`config.mk`:
```
export PLATFORM = sky130hd
export DESIGN_NAME = dram_sram_responder_flat
export DESIGN_NICKNAME = d
export VERILOG_FILES = /design/src/rtl/dram_sram_responder_pkg.sv /design/src/rtl/dram_sram_responder_if.sv /design/src/rtl/dram_sram_responder_sram_half_access.sv /design/src/rtl/dram_sram_responder.sv /design/src/flat_wrapper.sv
export SDC_FILE = /design/constraint.sdc
export NUM_CORES = 1
export LEC_CHECK = 0
export CAP_MARGIN = 30
export CORE_MARGIN = 10
export CORE_UTILIZATION = 52
export DETAILED_ROUTE_END_ITERATION = 10
export HOLD_SLACK_MARGIN = 0.15
export PLACE_DENSITY = 0.83
export SLEW_MARGIN = 30
export SYNTH_ARGS = -nofsm -noshare
export SYNTH_HDL_FRONTEND = slang
export SYNTH_SLANG_ARGS = --single-unit
```
`constraint.sdc`:
```
create_clock -name clk -period 3.8 [get_ports clk]
set_input_delay 0.57 -clock clk [delete_from_list [all_inputs] [get_ports clk]]
set_output_delay 0.57 -clock clk [all_outputs]
set_load 0.1 [all_outputs]
```
`src/rtl/dram_sram_responder_pkg.sv`:
```
// Shared types and constants for the DRAM-request to async-SRAM responder.
package dram_sram_responder_pkg;

  // Access sequencing states. The half-access sub-module walks Idle/Setup/Strobe/Recover;
  // the top uses Idle, Setup (half accesses in flight) and Ack.
  typedef enum logic [2:0] {
    StIdle,
    StSetup,
    StStrobe,
    StRecover,
    StAck
  } state_e;

  // Half-word select: bit 0 of the SRAM half-word address.
  localparam logic HALF_LO = 1'b0;
  localparam logic HALF_HI = 1'b1;

  localparam int unsigned SRAM_DW = 16;

endpackage

```
`src/rtl/dram_sram_responder_if.sv`:
```
// MCU-side word request bus: one request pulse in, one ack pulse out.
interface dram_sram_responder_if #(
  parameter int unsigned ADDR_BITS = 16
) ();

  logic [ADDR_BITS-1:0] mem_addr;
  logic                 mem_read_en;
  logic                 mem_write_en;
  logic [3:0]           mem_byte_enable;
  logic [31:0]          mem_write_data;
  logic                 mem_ack;
  logic [31:0]          mem_read_data;

  modport master (
    output mem_addr, mem_read_en, mem_write_en, mem_byte_enable, mem_write_data,
    input  mem_ack, mem_read_data
  );

  modport slave (
    input  mem_addr, mem_read_en, mem_write_en, mem_byte_enable, mem_write_data,
    output mem_ack, mem_read_data
  );

endinterface

```
`src/rtl/dram_sram_responder_sram_half_access.sv`:
```
// One SETUP / STROBE / RECOVER access to the 16-bit async SRAM.
// Address, data and lanes are held stable by the caller for the whole access.
module dram_sram_responder_sram_half_access
  import dram_sram_responder_pkg::*;
#(
  parameter int unsigned ADDR_BITS   = 16,
  parameter int unsigned WAIT_CYCLES = 2
) (
  input  logic               clk,
  input  logic               reset_n,
  input  logic               sync_reset,
  input  logic               go,
  input  logic               is_write,
  input  logic [ADDR_BITS:0] addr,
  input  logic [SRAM_DW-1:0] data,
  input  logic [1:0]         lanes,
  output logic [ADDR_BITS:0] sram_addr,
  output logic [SRAM_DW-1:0] sram_dq_out,
  output logic               sram_dq_oe,
  input  logic [SRAM_DW-1:0] sram_dq_in,
  output logic               sram_ce_n,
  output logic               sram_we_n,
  output logic               sram_oe_n,
  output logic               sram_ub_n,
  output logic               sram_lb_n,
  output logic               done,
  output logic [SRAM_DW-1:0] rdata
);

  localparam logic [3:0] StrobeLast = 4'(WAIT_CYCLES - 1);

  state_e             st_q, st_d;
  logic [3:0]         cnt_q, cnt_d;
  logic [SRAM_DW-1:0] rdata_q, rdata_d;

  assign sram_addr   = addr;
  assign sram_dq_out = data;
  assign rdata       = rdata_q;

  // Phase register, strobe counter and captured read half.
  always_ff @(posedge clk or negedge reset_n) begin
    if (!reset_n) begin
      st_q    <= StIdle;
      cnt_q   <= '0;
      rdata_q <= '0;
    end else if (sync_reset) begin
      st_q    <= StIdle;
      cnt_q   <= '0;
      rdata_q <= '0;
    end else begin
      st_q    <= st_d;
      cnt_q   <= cnt_d;
      rdata_q <= rdata_d;
    end
  end

  // Phase sequencing and pin decode; strobes are pure functions of the phase so reset
  // drops them in the same cycle.
  always_comb begin
    st_d       = st_q;
    cnt_d      = cnt_q;
    rdata_d    = rdata_q;
    done       = 1'b0;
    sram_ce_n  = 1'b1;
    sram_we_n  = 1'b1;
    sram_oe_n  = 1'b1;
    sram_ub_n  = 1'b1;
    sram_lb_n  = 1'b1;
    sram_dq_oe = 1'b0;
    unique case (st_q)
      StIdle: begin
        if (go) st_d = StSetup;
      end
      StSetup: begin
        sram_ce_n  = 1'b0;
        sram_ub_n  = is_write ? !lanes[1] : 1'b0;
        sram_lb_n  = is_write ? !lanes[0] : 1'b0;
        sram_dq_oe = is_write;
        cnt_d      = StrobeLast;
        st_d       = StStrobe;
      end
      StStrobe: begin
        sram_ce_n  = 1'b0;
        sram_ub_n  = is_write ? !lanes[1] : 1'b0;
        sram_lb_n  = is_write ? !lanes[0] : 1'b0;
        sram_dq_oe = is_write;
        sram_we_n  = !is_write;
        sram_oe_n  = is_write;
        if (cnt_q == 4'd0) begin
          st_d = StRecover;
          if (!is_write) rdata_d = sram_dq_in;
        end else begin
          cnt_d = cnt_q - 4'd1;
        end
      end
      StRecover: begin
        // Keep driving write data through the hold window.
        sram_dq_oe = is_write;
        done       = 1'b1;
        st_d       = go ? StSetup : StIdle;
      end
      default: st_d = StIdle;
    endcase
  end

endmodule

```
`src/rtl/dram_sram_responder.sv`:
```
// Executes MCU word read/write requests as one or two half-word async-SRAM accesses.
module dram_sram_responder
  import dram_sram_responder_pkg::*;
#(
  parameter int unsigned ADDR_BITS   = 16,
  parameter int unsigned WAIT_CYCLES = 2
) (
  input  logic                 clk,
  input  logic                 reset_n,
  input  logic                 sync_reset,
  dram_sram_responder_if.slave mem,
  output logic [ADDR_BITS:0]   sram_addr,
  output logic [SRAM_DW-1:0]   sram_dq_out,
  output logic                 sram_dq_oe,
  input  logic [SRAM_DW-1:0]   sram_dq_in,
  output logic                 sram_ce_n,
  output logic                 sram_we_n,
  output logic                 sram_oe_n,
  output logic                 sram_ub_n,
  output logic                 sram_lb_n
);

  state_e               st_q, st_d;
  logic [ADDR_BITS-1:0] addr_q, addr_d;
  logic [31:0]          wdata_q, wdata_d;
  logic [3:0]           be_q, be_d;
  logic                 wr_q, wr_d;
  logic                 half_q, half_d;
  logic [SRAM_DW-1:0]   rd_lo_q, rd_lo_d;
  logic [31:0]          rdata_q, rdata_d;
  logic                 go, ack, acc_done;
  logic [SRAM_DW-1:0]   acc_rdata;

  assign mem.mem_ack       = ack;
  assign mem.mem_read_data = rdata_q;

  dram_sram_responder_sram_half_access #(
    .ADDR_BITS  (ADDR_BITS),
    .WAIT_CYCLES(WAIT_CYCLES)
  ) u_half (
    .clk        (clk),
    .reset_n    (reset_n),
    .sync_reset (sync_reset),
    .go         (go),
    .is_write   (wr_q),
    .addr       ({addr_q, half_q}),
    .data       (half_q ? wdata_q[31:16] : wdata_q[15:0]),
    .lanes      (half_q ? be_q[3:2] : be_q[1:0]),
    .sram_addr  (sram_addr),
    .sram_dq_out(sram_dq_out),
    .sram_dq_oe (sram_dq_oe),
    .sram_dq_in (sram_dq_in),
    .sram_ce_n  (sram_ce_n),
    .sram_we_n  (sram_we_n),
    .sram_oe_n  (sram_oe_n),
    .sram_ub_n  (sram_ub_n),
    .sram_lb_n  (sram_lb_n),
    .done       (acc_done),
    .rdata      (acc_rdata)
  );

  // Request latch, half tracking and read-word assembly.
  always_ff @(posedge clk or negedge reset_n) begin
    if (!reset_n) begin
      st_q    <= StIdle;
      addr_q  <= '0;
      wdata_q <= '0;
      be_q    <= '0;
      wr_q    <= 1'b0;
      half_q  <= HALF_LO;
      rd_lo_q <= '0;
      rdata_q <= '0;
    end else if (sync_reset) begin
      st_q    <= StIdle;
      addr_q  <= '0;
      wdata_q <= '0;
      be_q    <= '0;
      wr_q    <= 1'b0;
      half_q  <= HALF_LO;
      rd_lo_q <= '0;
      rdata_q <= '0;
    end else begin
      st_q    <= st_d;
      addr_q  <= addr_d;
      wdata_q <= wdata_d;
      be_q    <= be_d;
      wr_q    <= wr_d;
      half_q  <= half_d;
      rd_lo_q <= rd_lo_d;
      rdata_q <= rdata_d;
    end
  end

  // Accept in Idle only, pick halves, chain them, then a one-cycle ack.
  always_comb begin
    st_d    = st_q;
    addr_d  = addr_q;
    wdata_d = wdata_q;
    be_d    = be_q;
    wr_d    = wr_q;
    half_d  = half_q;
    rd_lo_d = rd_lo_q;
    rdata_d = rdata_q;
    go      = 1'b0;
    ack     = 1'b0;
    unique case (st_q)
      StIdle: begin
        // Write wins when both enables are high.
        if (mem.mem_write_en) begin
          addr_d  = mem.mem_addr;
          wdata_d = mem.mem_write_data;
          be_d    = mem.mem_byte_enable;
          wr_d    = 1'b1;
          if (mem.mem_byte_enable == 4'b0000) begin
            st_d = StAck;
          end else begin
            half_d = (mem.mem_byte_enable[1:0] != 2'b00) ? HALF_LO : HALF_HI;
            go     = 1'b1;
            st_d   = StSetup;
          end
        end else if (mem.mem_read_en) begin
          addr_d = mem.mem_addr;
          wr_d   = 1'b0;
          half_d = HALF_LO;
          go     = 1'b1;
          st_d   = StSetup;
        end
      end
      StSetup: begin
        // Here StSetup covers the whole run of half accesses; the sub-module owns the phase.
        if (acc_done) begin
          if (half_q == HALF_LO) rd_lo_d = acc_rdata;
          if (half_q == HALF_LO && (!wr_q || be_q[3:2] != 2'b00)) begin
            go     = 1'b1;
            half_d = HALF_HI;
          end else begin
            st_d = StAck;
            if (!wr_q) rdata_d = {acc_rdata, rd_lo_q};
          end
        end
      end
      StAck: begin
        ack  = 1'b1;
        st_d = StIdle;
      end
      default: st_d = StIdle;
    endcase
  end

endmodule

```
`src/flat_wrapper.sv`:
```
// flat-port wrapper written by rule: the top's interface ports become plain ports
module dram_sram_responder_flat import dram_sram_responder_pkg::*;
#(
  parameter int unsigned ADDR_BITS   = 16,
  parameter int unsigned WAIT_CYCLES = 2
)
  (clk, reset_n, sync_reset, sram_addr, sram_dq_out, sram_dq_oe, sram_dq_in, sram_ce_n, sram_we_n, sram_oe_n, sram_ub_n, sram_lb_n, mem_mem_addr, mem_mem_read_en, mem_mem_write_en, mem_mem_byte_enable, mem_mem_write_data, mem_mem_ack, mem_mem_read_data);
  dram_sram_responder_if #(.ADDR_BITS(ADDR_BITS)) mem_i ();
  input  logic clk;
  input  logic reset_n;
  input  logic sync_reset;
  output logic [ADDR_BITS:0] sram_addr;
  output logic [SRAM_DW-1:0] sram_dq_out;
  output logic sram_dq_oe;
  input  logic [SRAM_DW-1:0] sram_dq_in;
  output logic sram_ce_n;
  output logic sram_we_n;
  output logic sram_oe_n;
  output logic sram_ub_n;
  output logic sram_lb_n;
  input wire logic [$bits(mem_i.mem_addr)-1:0] mem_mem_addr;
  input wire logic [$bits(mem_i.mem_read_en)-1:0] mem_mem_read_en;
  input wire logic [$bits(mem_i.mem_write_en)-1:0] mem_mem_write_en;
  input wire logic [$bits(mem_i.mem_byte_enable)-1:0] mem_mem_byte_enable;
  input wire logic [$bits(mem_i.mem_write_data)-1:0] mem_mem_write_data;
  output wire logic [$bits(mem_i.mem_ack)-1:0] mem_mem_ack;
  output wire logic [$bits(mem_i.mem_read_data)-1:0] mem_mem_read_data;
  assign mem_i.mem_addr = mem_mem_addr;
  assign mem_i.mem_read_en = mem_mem_read_en;
  assign mem_i.mem_write_en = mem_mem_write_en;
  assign mem_i.mem_byte_enable = mem_mem_byte_enable;
  assign mem_i.mem_write_data = mem_mem_write_data;
  assign mem_mem_ack = mem_i.mem_ack;
  assign mem_mem_read_data = mem_i.mem_read_data;
  dram_sram_responder #(.ADDR_BITS(ADDR_BITS), .WAIT_CYCLES(WAIT_CYCLES)) u_core (.clk(clk), .reset_n(reset_n), .sync_reset(sync_reset), .mem(mem_i), .sram_addr(sram_addr), .sram_dq_out(sram_dq_out), .sram_dq_oe(sram_dq_oe), .sram_dq_in(sram_dq_in), .sram_ce_n(sram_ce_n), .sram_we_n(sram_we_n), .sram_oe_n(sram_oe_n), .sram_ub_n(sram_ub_n), .sram_lb_n(sram_lb_n));
endmodule
```
==> run metrics, run 1 <==
Slew Viols, Final 0; vias per cell ~5.5; CTS tree built; Worst-Margin Slew between 1000 and 1500 ps; IO Port Bufs ~140; Clock Latency Late Sink ~520 ps; part of the power in registers approximately 36%; CP endpoint kind output pin; share of power burned in combinational logic between 20% and 30%; H-tree depth 4; dpl ws around 1400 ps; final setup TNS 0 ps; Seq/Total Area, Yosys 58.9%; Initial DRC Count roughly 320; MaxCap Viol Count 0; CP startpoint kind register; Pre-antenna DRT Iters 4; Post-synth top flop dfrtp_1; Layout Nets 748; Die W around 120 um; Routed Antenna Nets 0; post-synth top area cell dfrtp_1; Final Hold Viols 0; clk root buf clkbuf_8; Post-Syn Area per Cell 9.99 um^2; Residual DRC 0; WS Path Type register to output pin; chip height between 100 and 150 um; Psw ~1300 uW; core footprint slightly below 10000 um^2; starting density of the core 54.1%; Top Ports around 150; Pleak about 0.0032 uW; # rows 36; Int Pwr approximately 2800 uW; dpl hpwl 10200 um; antenna cells 0; cts repair resizes 0; syn nets ~620; async set-reset flop share out of synthesis between 90% and 100%; Clock Sinks roughly 130; synth top area cells dfrtp_1 59%, nand2_1 12%, a21oi_1 7.7%, a22o_1 5.9%, mux2_2 3.6%; Mapped Cells 536; PwrDens 556 nW/um^2; multi-input logic area 2010 um^2; worst-path maximum fanout 13; # hold bufs at CTS 0; Max Root-Sink Buffers 2; grt total ovfl 0; largest net degree at the start of global routing 80; synthesis-stage register bit count between 100 and 150; initial antenna violation count 0; overall routed net length between 10000 and 15000 um; total number of vias approximately 4500; vias in the first global route approximately 5000; aggregate global-route resource usage roughly a fifth; Sw Ratio between 30% and 40%; RePlAce Congestion 0.814; Yosys top cell area share between 50% and 60%; fraction of layout cells with a size suffix above 1 13.5%; final period utilization around three quarters; Distinct cells, synth 41; hold crit path type input port to asynchronous set/reset pin; first-pass GRT wire length around 24000 um; TritonCTS Buffers 17; Fill cells a little under 700; worst vdd ir around 920 uV; Slew headroom around 31%; drt wl/cell about 18 um; Setup Skew roughly 7.3 ps; RSZ-0062 raised after global routing no; Cell Area, Synth between 5000 and 6000 um^2; Worst-path clk slew around 50 ps; crit path DAT around 2300 ps; setup violators final 0; number of synthesized flops with an enable pin 0; status completed; Yosys warnings 0; post-route minimum period about 2800 ps; Register Area 3150 um^2; die area between 10000 and 15000 um^2; Post-CTS Setup Bufs 0; Area Overhead vs Synth 38.1%; clock share of power approximately two fifths; f_max between 300 and 400 MHz; Worst EP required between 3000 and 4000 ps; setup ws final 962 ps
==> worst max-delay path, stage by stage (launching register included) <==
cell and delay (ps):
dfrtp_1 740, buf_4 350, mux2i_1 220, nand2_1 70, nand2_1 80, buf_4 290
==> synthesized netlist by cell type, types with 3 or more instances <==
library cell and n:
inv_1 8, nor2b_1 3, nor3_1 4, nand2_1 170, nor2_1 10, a22o_1 36
clkbuf_1 13, dfrtp_1 126, buf_2 23, a21oi_1 82, mux2i_1 3, mux2_2 17
ha_1 6
==> path summary, 6_finish.rpt <==
check                                          endpoint  cells after the start                from  slack, ps
hold / removal                   u_core.u_half.rdata[6]                      1             reset_n        140
max in group asynchronous  u_core.mem.mem_read_data[19]                      2             reset_n       2730
setup / recovery                              sram_ub_n                      5       u_core.half_q        960
min in group clk                       u_core.addr_q[4]                      2          sync_reset        410
hold reg to reg                      u_core.wdata_q[17]                      1  u_core.wdata_q[17]        500
setup reg to reg           u_core.mem.mem_read_data[25]                      4       u_core.half_q       1520
==> cell families after synthesis <==
family | count (synthesis) | share of synthesized area, %
AND/OR/NAND/NOR | 205 | 15.9
XOR/XNOR | 2 | 0.327
flip-flops | 126 | 58.9
buffers and inverters | 47 | 4.04
multiplexers | 20 | 4.13
AO/OA/AOI/OAI | 130 | 15.3
adder cells (fa/ha/maj) | 6 | 1.40
==> metrics by stage <==
| step | power, uW | std cells | hold slack (ps) | area (um^2) | utilization, % |
|---|---|---|---|---|---|
| 6_report | 4110 | 812 | 143 | 7400 | 74.6 |
| 5_1_grt | 4270 | 812 | 181 | 7400 | 74.6 |
| 4_1_cts | 4130 | 812 | 151 | 7380 | 74.5 |
| 3_5_place_dp | 2500 | 783 | 488 | 6790 | 68.5 |
| 3_3_place_gp | 2480 | 783 | 482 | 6790 | 68.5 |
| 2_1_floorplan | 2220 | 536 | 274 | 5360 | - |
==> cells in the final DEF, fill, tap and decap left out, drive strengths merged, types with 3 or more instances in the layout <==
cell           count
o21ai              3
bufinv             3
inv                9
mux2i              3
nor3b              3
ha                 6
nor2              11
dfrtp            126
mux2              17
clkbuf            23
nand2            171
buf               34
clkdlybuf4s50    118
nor2b              3
a22o              36
a21oi             83
nor3               5
==> flip-flops by register name (all words and copies together) (netlist names), 2 cells and up <==
register                  flops
u_core.st_q                   2
u_core.u_half.cnt_q           4
u_core.be_q                   4
u_core.u_half.st_q            2
u_core.u_half.rdata          16
u_core.mem.mem_read_data     32
u_core.rd_lo_q               16
u_core.wdata_q               32
u_core.addr_q                16
==> per-layer routing <==
metal | vias up | wire length, um | track usage [%]
met4 | 0 | 290 | 7.97
met1 | 2213 | 5730 | 22.4
met5 | - | 0 | 0
met2 | 179 | 7200 | 34.4
li1 | 2070 | - | -
met3 | 22 | 1490 | 9.40
==> power groups by stage <==
stage / logic (uW) / clock network, uW / registers, uW
after floorplan: 656 / 0 / 1560
after global placement: 985 / 0 / 1500
after detailed placement: 1000 / 0 / 1500
after CTS: 1010 / 1640 / 1480
after global routing: 1070 / 1710 / 1490
final: 1000 / 1620 / 1480
==> layout make-up <==
type                       instances  area share (%)
inverter                           9           0.457
tap                              133            2.25
clock inverter                     6            1.45
timing repair buffer             152            19.4
multi-input combinational        363            27.2
sequential                       126            42.6
clock buffer                      23            6.58
No activity file was read; power rests on OpenSTA's default activity.
==> run 2, diff against run 1 <==
- CORE_UTILIZATION: 52 -> 44
- PLACE_DENSITY: 0.83 -> 0.75
- clock period: 3.8 -> 2.28 ns (I/O delays scaled with it)
==> run 2 against run 1 <==
Total power rose by 73%. Clock power rose by 69%. Via count fell by 2.6%. Critical endpoint unchanged. Largest power group unchanged. Highest routed layer unchanged.
==> run metrics, run 2 (synthesis results as in run 1) <==
core footprint 12000 um^2; Initial DRC Count between 400 and 500; # rows 40; Top Ports ~150; GR Layer Usage met2 approximately 28%; CP top delay family flip-flops; f_max between 400 and 500 MHz; met1 Usage GRT 20.1%; fraction of layout cells with a size suffix above 1 21.5%; H-tree depth 4; Clock Sinks roughly 130; global-route met3 utilization under 10%; largest net degree at the start of global routing 65; cts repair resizes 0; WS Path Type register to output pin; RePlAce Congestion 0.823; Register Area between 3000 and 4000 um^2; first-pass GRT wire length roughly 23000 um; IO Port Bufs ~140; drt wl/cell between 15 and 20 um; Max stage delay on crit path between 500 and 600 ps; CP max stage cell dfrtp_1; total number of vias about 4400; PwrDens between 900 and 1000 nW/um^2; Residual DRC 0; Fill cells 948; Max Root-Sink Buffers 2; Slew Viols, Final 0; dpl hpwl just over 10000 um; Die W roughly 130 um; Area Overhead vs Synth 43.1%; Clock Latency Late Sink approximately 410 ps; starting density of the core about 45%; die area ~17000 um^2; clk root buf clkbuf_16; Final Hold Viols 0; CP endpoint kind output pin; grt total ovfl 0; dpl ws 253 ps; post-route minimum period ~2100 ps; CP startpoint kind register; RSZ-0062 raised after global routing no; final setup TNS 0 ps; Worst EP required between 1500 and 2000 ps; worst vdd ir around 700 uV; initial antenna violation count 0; antenna cells 0; Setup Skew approximately 7 ps; multi-input logic area ~2000 um^2; Pleak ~0.0034 uW; TritonCTS Buffers 17; Pre-antenna DRT Iters 5; CP bufs+invs 2; crit path DAT roughly 1800 ps; hold crit path type input port to register; layer with the highest usage met2; aggregate global-route resource usage 17.6%; Worst-Margin Slew around 630 ps; CTS tree built; setup ws final 176 ps; setup violators final 0; worst-path maximum fanout 21; crit-path cells buf_12 > mux2i_1 > nand2_1 > nand2_1 > buf_12; commonest non-fill, non-tap cell in the layout nand2_1; most frequent cells in the layout 170 x nand2_1, 126 x dfrtp_1, 82 x a21oi_1; final period utilization a little over 90%; status completed; overall routed net length ~14000 um; Routed Antenna Nets 0; MaxCap Viol Count 0; Post-CTS Setup Bufs 0; Worst-path clk slew about 60 ps; chip height approximately 130 um; vias per cell 5.24; Slew headroom between 50 and 60%; Layout Nets around 750; # hold bufs at CTS 1; vias in the first global route 4691
-- run 2: cell types whose count changed in the layout (fill, tap and decap cells not counted), moves of 2 or more --
cell / change
clkinv_4: +3
nor3_4: -2
clkdlybuf4s50_1: -48
buf_12: +26
nor3_2: +2
buf_4: +26
clkbuf_8: -5
clkinvlp_4: +3
-- run 2: area by class of cell --
| cell class | instances | share of cell area [%] |
|---|---|---|
| multi-input cells | 363 | 26.2 |
| flip-flops and latches | 126 | 41.1 |
| repair buffers | 157 | 21.9 |
| inverters | 9 | 0.441 |
| well taps | 147 | 2.40 |
| clock buffers | 19 | 5.78 |
| clock inverters | 13 | 2.16 |
-- run 2: metrics by stage --
step                      hold WS (ps)  cell area (um^2)  utilization, %  power [uW]  cells
after floorplan                   46.4              5360               -        3700    536
after global placement             380              7050            58.9        4400    801
after detailed placement           390              7050            58.9        4430    801
after CTS                          398              7660            64.1        7180    834
after global routing               431              7660            64.1        7390    834
final                              419              7660            64.1        7110    834
-- run 2: worst register-to-register path: stages (launching register included) --
cell and delay (ps):
dfrtp_1 400, inv_1 90, ha_1 140, or3b_4 400, or2_2 440, nand2_1 120, a21oi_1 70
-- run 2: routing by layer --
| layer | share of wire [%] | vias up |
|---|---|---|
| met4 | 0.61 | 0 |
| met3 | 12 | 6 |
| met5 | 0 | - |
| met1 | 40 | 2102 |
| li1 | - | 2087 |
| met2 | 48 | 171 |
-- run 2: power by group --
group / internal (uW) / switching [uW]
Combinational: 681 / 1240
Sequential: 2360 / 102
Clock: 1750 / 977
Total: 4790 / 2320
-- run 2: final timing paths --
path	startpoint	to	slack (ps)	depth (start not counted)
setup / recovery	u_core.half_q	sram_ub_n	180	5
hold / removal	sync_reset	u_core.addr_q[3]	420	2
setup reg to reg	u_core.u_half.cnt_q[0]	u_core.u_half.rdata[13]	460	6
hold reg to reg	u_core.wdata_q[26]	u_core.wdata_q[26]	500	1
max in group asynchronous	reset_n	u_core.be_q[1]	1050	3
min in group asynchronous	reset_n	u_core.mem.mem_read_data[23]	470	2
==> edit 1: new RTL, config.mk and constraints of run 2 <==
Reset style: synchronous (`reset_n`), changed in 2 clocked blocks. Comments in the files are not updated.
--- a/src/rtl/dram_sram_responder_sram_half_access.sv
+++ b/src/rtl/dram_sram_responder_sram_half_access.sv
@@ -39,5 +39,5 @@
 
   // Phase register, strobe counter and captured read half.
-  always_ff @(posedge clk or negedge reset_n) begin
+  always_ff @(posedge clk) begin
     if (!reset_n) begin
       st_q    <= StIdle;
--- a/src/rtl/dram_sram_responder.sv
+++ b/src/rtl/dram_sram_responder.sv
@@ -61,5 +61,5 @@
 
   // Request latch, half tracking and read-word assembly.
-  always_ff @(posedge clk or negedge reset_n) begin
+  always_ff @(posedge clk) begin
     if (!reset_n) begin
       st_q    <= StIdle;
Check against the original RTL: differs if reset_n is asserted again (counterexample within 4 cycles, from zero or initial values and one cycle with reset_n low); with reset_n held inactive, the same outputs for 4 cycles.
==> edit 1 against run 2 <==
  * Final area down 7.9%
  * Worst setup slack gained 0.014 ns
  * Synthesized cell count increased by 10%
  * First-iteration DRC count decreased by 29%
  * Area after synthesis shrank 9.2%
  * Wire length fell by 8.2%
  * Hold slack worse by 0.048 ns
  * Sequential cell count unchanged
Power is not compared: it rests on default switching activity, and its combinational part moved more than twofold at a synthesized area within 25%.
==> edit 1: results (changes against run 2) <==
metric,value,unit,change
Synth area leaders,"dfxtp_1 (52%), nand2_1 (16%), a21oi_1 (11%)",,
Post-CTS Setup Bufs,0,,unchanged
"Reg clk slew, reported paths",0.06,ns,about the same
Crit Path Max Fanout,8,,-62%
synth cell count leaders,"nand2_1 (213), dfxtp_1 (126), a21oi_1 (104), clkbuf_1 (23), nor2_1 (22)",,
Hold WC Path Type,in2reg,,
All-Layer GR Usage,0.1647,,-0.01151
Setup Skew,0.005602,ns,-0.001273 ns
DP Area,6526,sq um,-7.4%
Synth Area in Adders,0.01286,,-0.001159
Via Count,4348,,-0.41%
Place WS,0.1910,ns,-0.06164 ns
RePlAce Congestion,0.8095,,-1.6%
first-pass GRT wire length,21700,microns,-7.6%
CTS max path bufs,2,,unchanged
post-synthesis sequential area ratio,0.5184,,-0.07026
Num CTS Buffers,17,,unchanged
later-pin clock latency in the skew report,0.51,ns,+0.10 ns
Post-Place Cells,845,,+5.5%
DRC Markers,0,,unchanged
Pre-antenna DRT Iters,4,,-1
fraction of synthesized area in multiplexers,0.08048,,+0.03914
PortBufs,144,,unchanged
Antenna Cells,0,,unchanged
"setup slack, reg-to-reg",0.37,ns,-0.09 ns
CTS HTree Levels,4,,unchanged
min Tclk post-route,2.090,ns,-0.01428 ns
fin nets,802,,+6.5%
outcome,completed,,
drt wl/cell,15.09,microns,-13%
xor and xnor area share after synthesis,0.001800,,-0.001470
initial antenna violation count,0,,unchanged
area fraction in compound gates after synthesis,0.1203,,-0.03313
Static Leak,2.766,nW,
slew margin rel.,0.5849,,+0.001608
Fillers,882,,-7.0%
vias in the first global route,4351,,-7.2%
largest net degree at the start of global routing,68,,+4.6%
Syn Inst Count,590,,+10%
critical path required time,1.94,ns,about the same
hold_ws,0.3713,ns,-0.04806 ns
worst ir drop on vdd,421.7,uV,
DP HPWL,9486,microns,-8.0%
syn_nets,668,,+8.6%
Routed WL,13230,microns,-8.2%
Yosys warnings,0,,unchanged
Iter 0 DRT Violations,296,,-29%
Post-synth ARST share,0,,-1.000
Unique masters post-synth,38,,-7.3%
layout cells sized above 1,0.1886,,-0.02683
Root Buffer,clkbuf_8,,
==> edit 1: changes by cell type in the layout (fill, tap and decap cells not counted), sizes merged, moves of 3 or more <==
cell	before	now
inv	10	13
mux2i	3	20
bufinv	3	0
a21oi	83	104
nand2	171	213
a22o	36	0
nor2	11	22
dfrtp	126	0
dfxtp	0	126
buf	86	82
==> edit 1: report_power, final <==
group	switching (W)	internal, W	total, W
sequential	0.0000268	0.00224	0.00227
combinational	0.000407	0.000269	0.000676
clock	0.00103	0.00136	0.00239
==> edit 1: path summary, 6_finish.rpt <==
kind	from	cells past startpoint	end
hold / removal	mem_mem_addr[12]	3	u_core.addr_q[12]$_SDFFE_PP0P_
setup reg to reg	u_core.u_half.st_q[0]$_SDFFE_PP0P_	7	u_core.u_half.rdata[2]$_SDFFE_PP0P_
hold reg to reg	u_core.rd_lo_q[13]$_SDFFE_PP0P_	2	u_core.mem.mem_read_data[13]$_SDFFE_PP0P_
setup / recovery	u_core.u_half.st_q[0]$_SDFFE_PP0P_	4	sram_oe_n
==> edit 1: what timing repair did <==
action,in CTS,in global routing
gates resized for setup,0,1
hold buffers,0,0
endpoints found under the setup margin,0,2
==> edit 1: metal layers <==
layer	vias to the layer above	wire (microns)	track usage
met1	2018	5519	0.1838
met4	0	119	0.05556
li1	2207	-	-
met2	113	6502	0.2749
met3	10	1092	0.07224
met5	-	0	0
==> edit 1: worst max-delay path, stage by stage (launching register included) <==
cell	delay, ns
dfxtp_1	0.33
inv_1	0.10
ha_1	0.31
or2b_1	0.31
buf_12	0.18
==> edit 1: cell type report <==
class	count	area [sq um]	area share
sequential	126	2524	0.3574
multi-input combinational	419	2151	0.3046
timing repair buffer	154	1662	0.2353
clock buffer	18	417.9	0.05918
tap	140	175.2	0.02481
clock inverter	14	110.1	0.01559
inverter	6	22.52	0.003189
==> edit 2: new RTL, config.mk and constraints of run 2 <==
Without the edit above. `ADDR_BITS` is set to 16 in 4 places; all go to 14.
--- a/src/rtl/dram_sram_responder_if.sv
+++ b/src/rtl/dram_sram_responder_if.sv
@@ -1,5 +1,5 @@
 // MCU-side word request bus: one request pulse in, one ack pulse out.
 interface dram_sram_responder_if #(
-  parameter int unsigned ADDR_BITS = 16
+  parameter int unsigned ADDR_BITS = 14
 ) ();
 
--- a/src/rtl/dram_sram_responder_sram_half_access.sv
+++ b/src/rtl/dram_sram_responder_sram_half_access.sv
@@ -4,5 +4,5 @@
   import dram_sram_responder_pkg::*;
 #(
-  parameter int unsigned ADDR_BITS   = 16,
+  parameter int unsigned ADDR_BITS   = 14,
   parameter int unsigned WAIT_CYCLES = 2
 ) (
--- a/src/rtl/dram_sram_responder.sv
+++ b/src/rtl/dram_sram_responder.sv
@@ -3,5 +3,5 @@
   import dram_sram_responder_pkg::*;
 #(
-  parameter int unsigned ADDR_BITS   = 16,
+  parameter int unsigned ADDR_BITS   = 14,
   parameter int unsigned WAIT_CYCLES = 2
 ) (
--- a/src/flat_wrapper.sv
+++ b/src/flat_wrapper.sv
@@ -2,5 +2,5 @@
 module dram_sram_responder_flat import dram_sram_responder_pkg::*;
 #(
-  parameter int unsigned ADDR_BITS   = 16,
+  parameter int unsigned ADDR_BITS   = 14,
   parameter int unsigned WAIT_CYCLES = 2
 )
Ports: changed (resized mem_mem_addr and sram_addr); port bits go from 145 to 141. The function was not compared with the original's and may differ.
==> edit 2 against run 2 <==
  * Wire length increased by 0.60%
  * Power decreased by 1.7%
  * Clock power decreased by 3%
  * First-iteration DRC count increased by 4.6%
  * Final area decreased by 1.5%
  * Critical path type unchanged
  * Sequential cell count decreased by 2
  * Largest cell class unchanged
  * Clock skew increased by 0.0065 ns
  * Area after synthesis decreased by 1.2%
  * Worst setup slack improved by 0.0080 ns
==> edit 2: results (changes against run 2) <==
metric,value,unit,change
fin nets,742,,-1.5%
vias per std cell,5.302,,+1.3%
hold buffers post-CTS,1,,unchanged
Place WS,0.05607,ns,-0.1965 ns
vias in the first global route,4632,,-1.3%
synth cell count leaders,"nand2_1 (166), dfrtp_1 (124), a21oi_1 (80), a22o_1 (36), buf_2 (21)",,
Crit Path Max Fanout,16,,-24%
met3 WL post-DR,1445,microns,-15%
GR Layer Usage met1,0.1942,,-0.006995
outcome,completed,,
met2 routed WL,7114,microns,+3.3%
first-pass GRT wire length,23340,microns,-0.62%
Iter 0 DRT Violations,433,,+4.6%
syn_nets,605,,-1.6%
post-route insts no fill,825,,-1.1%
RePlAce Congestion,0.7826,,-4.9%
worst ir drop on vdd,1008,uV,+43%
Syn Inst Count,528,,-1.5%
Fillers,962,,+1.5%
CP max-delay cell,dfrtp_2,,
post-synthesis sequential area ratio,0.5861,,-0.002498
switching power total,0.002326,W,+0.17%
"setup slack, reg-to-reg",0.41,ns,-0.05 ns
post_cts resized,1,,+1
worst slew pin tran,0.8367,ns,+0.2117 ns
largest net degree at the start of global routing,84,,+29%
Synth area leaders,"dfrtp_1 (59%), nand2_1 (12%), a21oi_1 (7.6%)",,
All-Layer GR Usage,0.1754,,-0.0007672
layout cells sized above 1,0.2198,,+0.004335
Worst Setup EP,sram_lb_n,,
Metal-1 WL,5658,microns,-1.5%
GR Layer Usage met2,0.2914,,+0.01612
Achievable Freq,477.0,MHz,+0.38%
Static Leak,3.402,nW,-1.0%
drt wl/cell,17.58,microns,+1.7%
DP HPWL,10190,microns,-1.2%
Post-Place Cells,792,,-1.1%
PortBufs,140,,-2.8%
## edit 2: cell families (layout without fill, tap and decap cells)
family / Yosys count / after routing / share of synthesized area
AOI/OAI and AO/OA: 128 / 128 / 0.1520
xor gates and xnor gates: 2 / 2 / 0.003310
adders and majority gates: 6 / 6 / 0.01418
buffers and inverters: 47 / 197 / 0.04467
DFF: 124 / 124 / 0.5862
muxes: 20 / 20 / 0.04183
and+or+nand+nor: 201 / 201 / 0.1579
## edit 2: layout make-up
| class | instances | area share |
|---|---|---|
| sequential | 124 | 0.4112 |
| multi-input combinational | 357 | 0.2617 |
| timing repair buffer | 156 | 0.2196 |
| clock buffer | 19 | 0.06000 |
| tap | 147 | 0.02437 |
| clock inverter | 13 | 0.01856 |
| inverter | 9 | 0.004475 |
## edit 2: how the worst min path moves through the flow
stage / start / endpoint / slack [ns] / cells after the start
floorplan: reset_n / u_core.addr_q[0]$_DFFE_PN0P_ / 0.05 / 0
CTS: sync_reset / u_core.u_half.cnt_q[3]$_DFFE_PN0P_ / 0.30 / 3
finish: sync_reset / u_core.u_half.cnt_q[3]$_DFFE_PN0P_ / 0.33 / 3
global placement: reset_n / u_core.mem.mem_read_data[14]$_DFFE_PN0P_ / 0.26 / 1
detailed placement: reset_n / u_core.u_half.rdata[12]$_DFFE_PN0P_ / 0.26 / 1
global route: sync_reset / u_core.u_half.cnt_q[3]$_DFFE_PN0P_ / 0.32 / 3
## edit 2: power groups by stage
stage          registers (W)  logic, W  clock network, W
2_1_floorplan        0.00255   0.00109                 0
3_3_place_gp         0.00245   0.00187                 0
3_5_place_dp         0.00245   0.00190                 0
4_1_cts              0.00242   0.00192           0.00270
5_1_grt              0.00244   0.00202           0.00281
6_report             0.00242   0.00191           0.00266
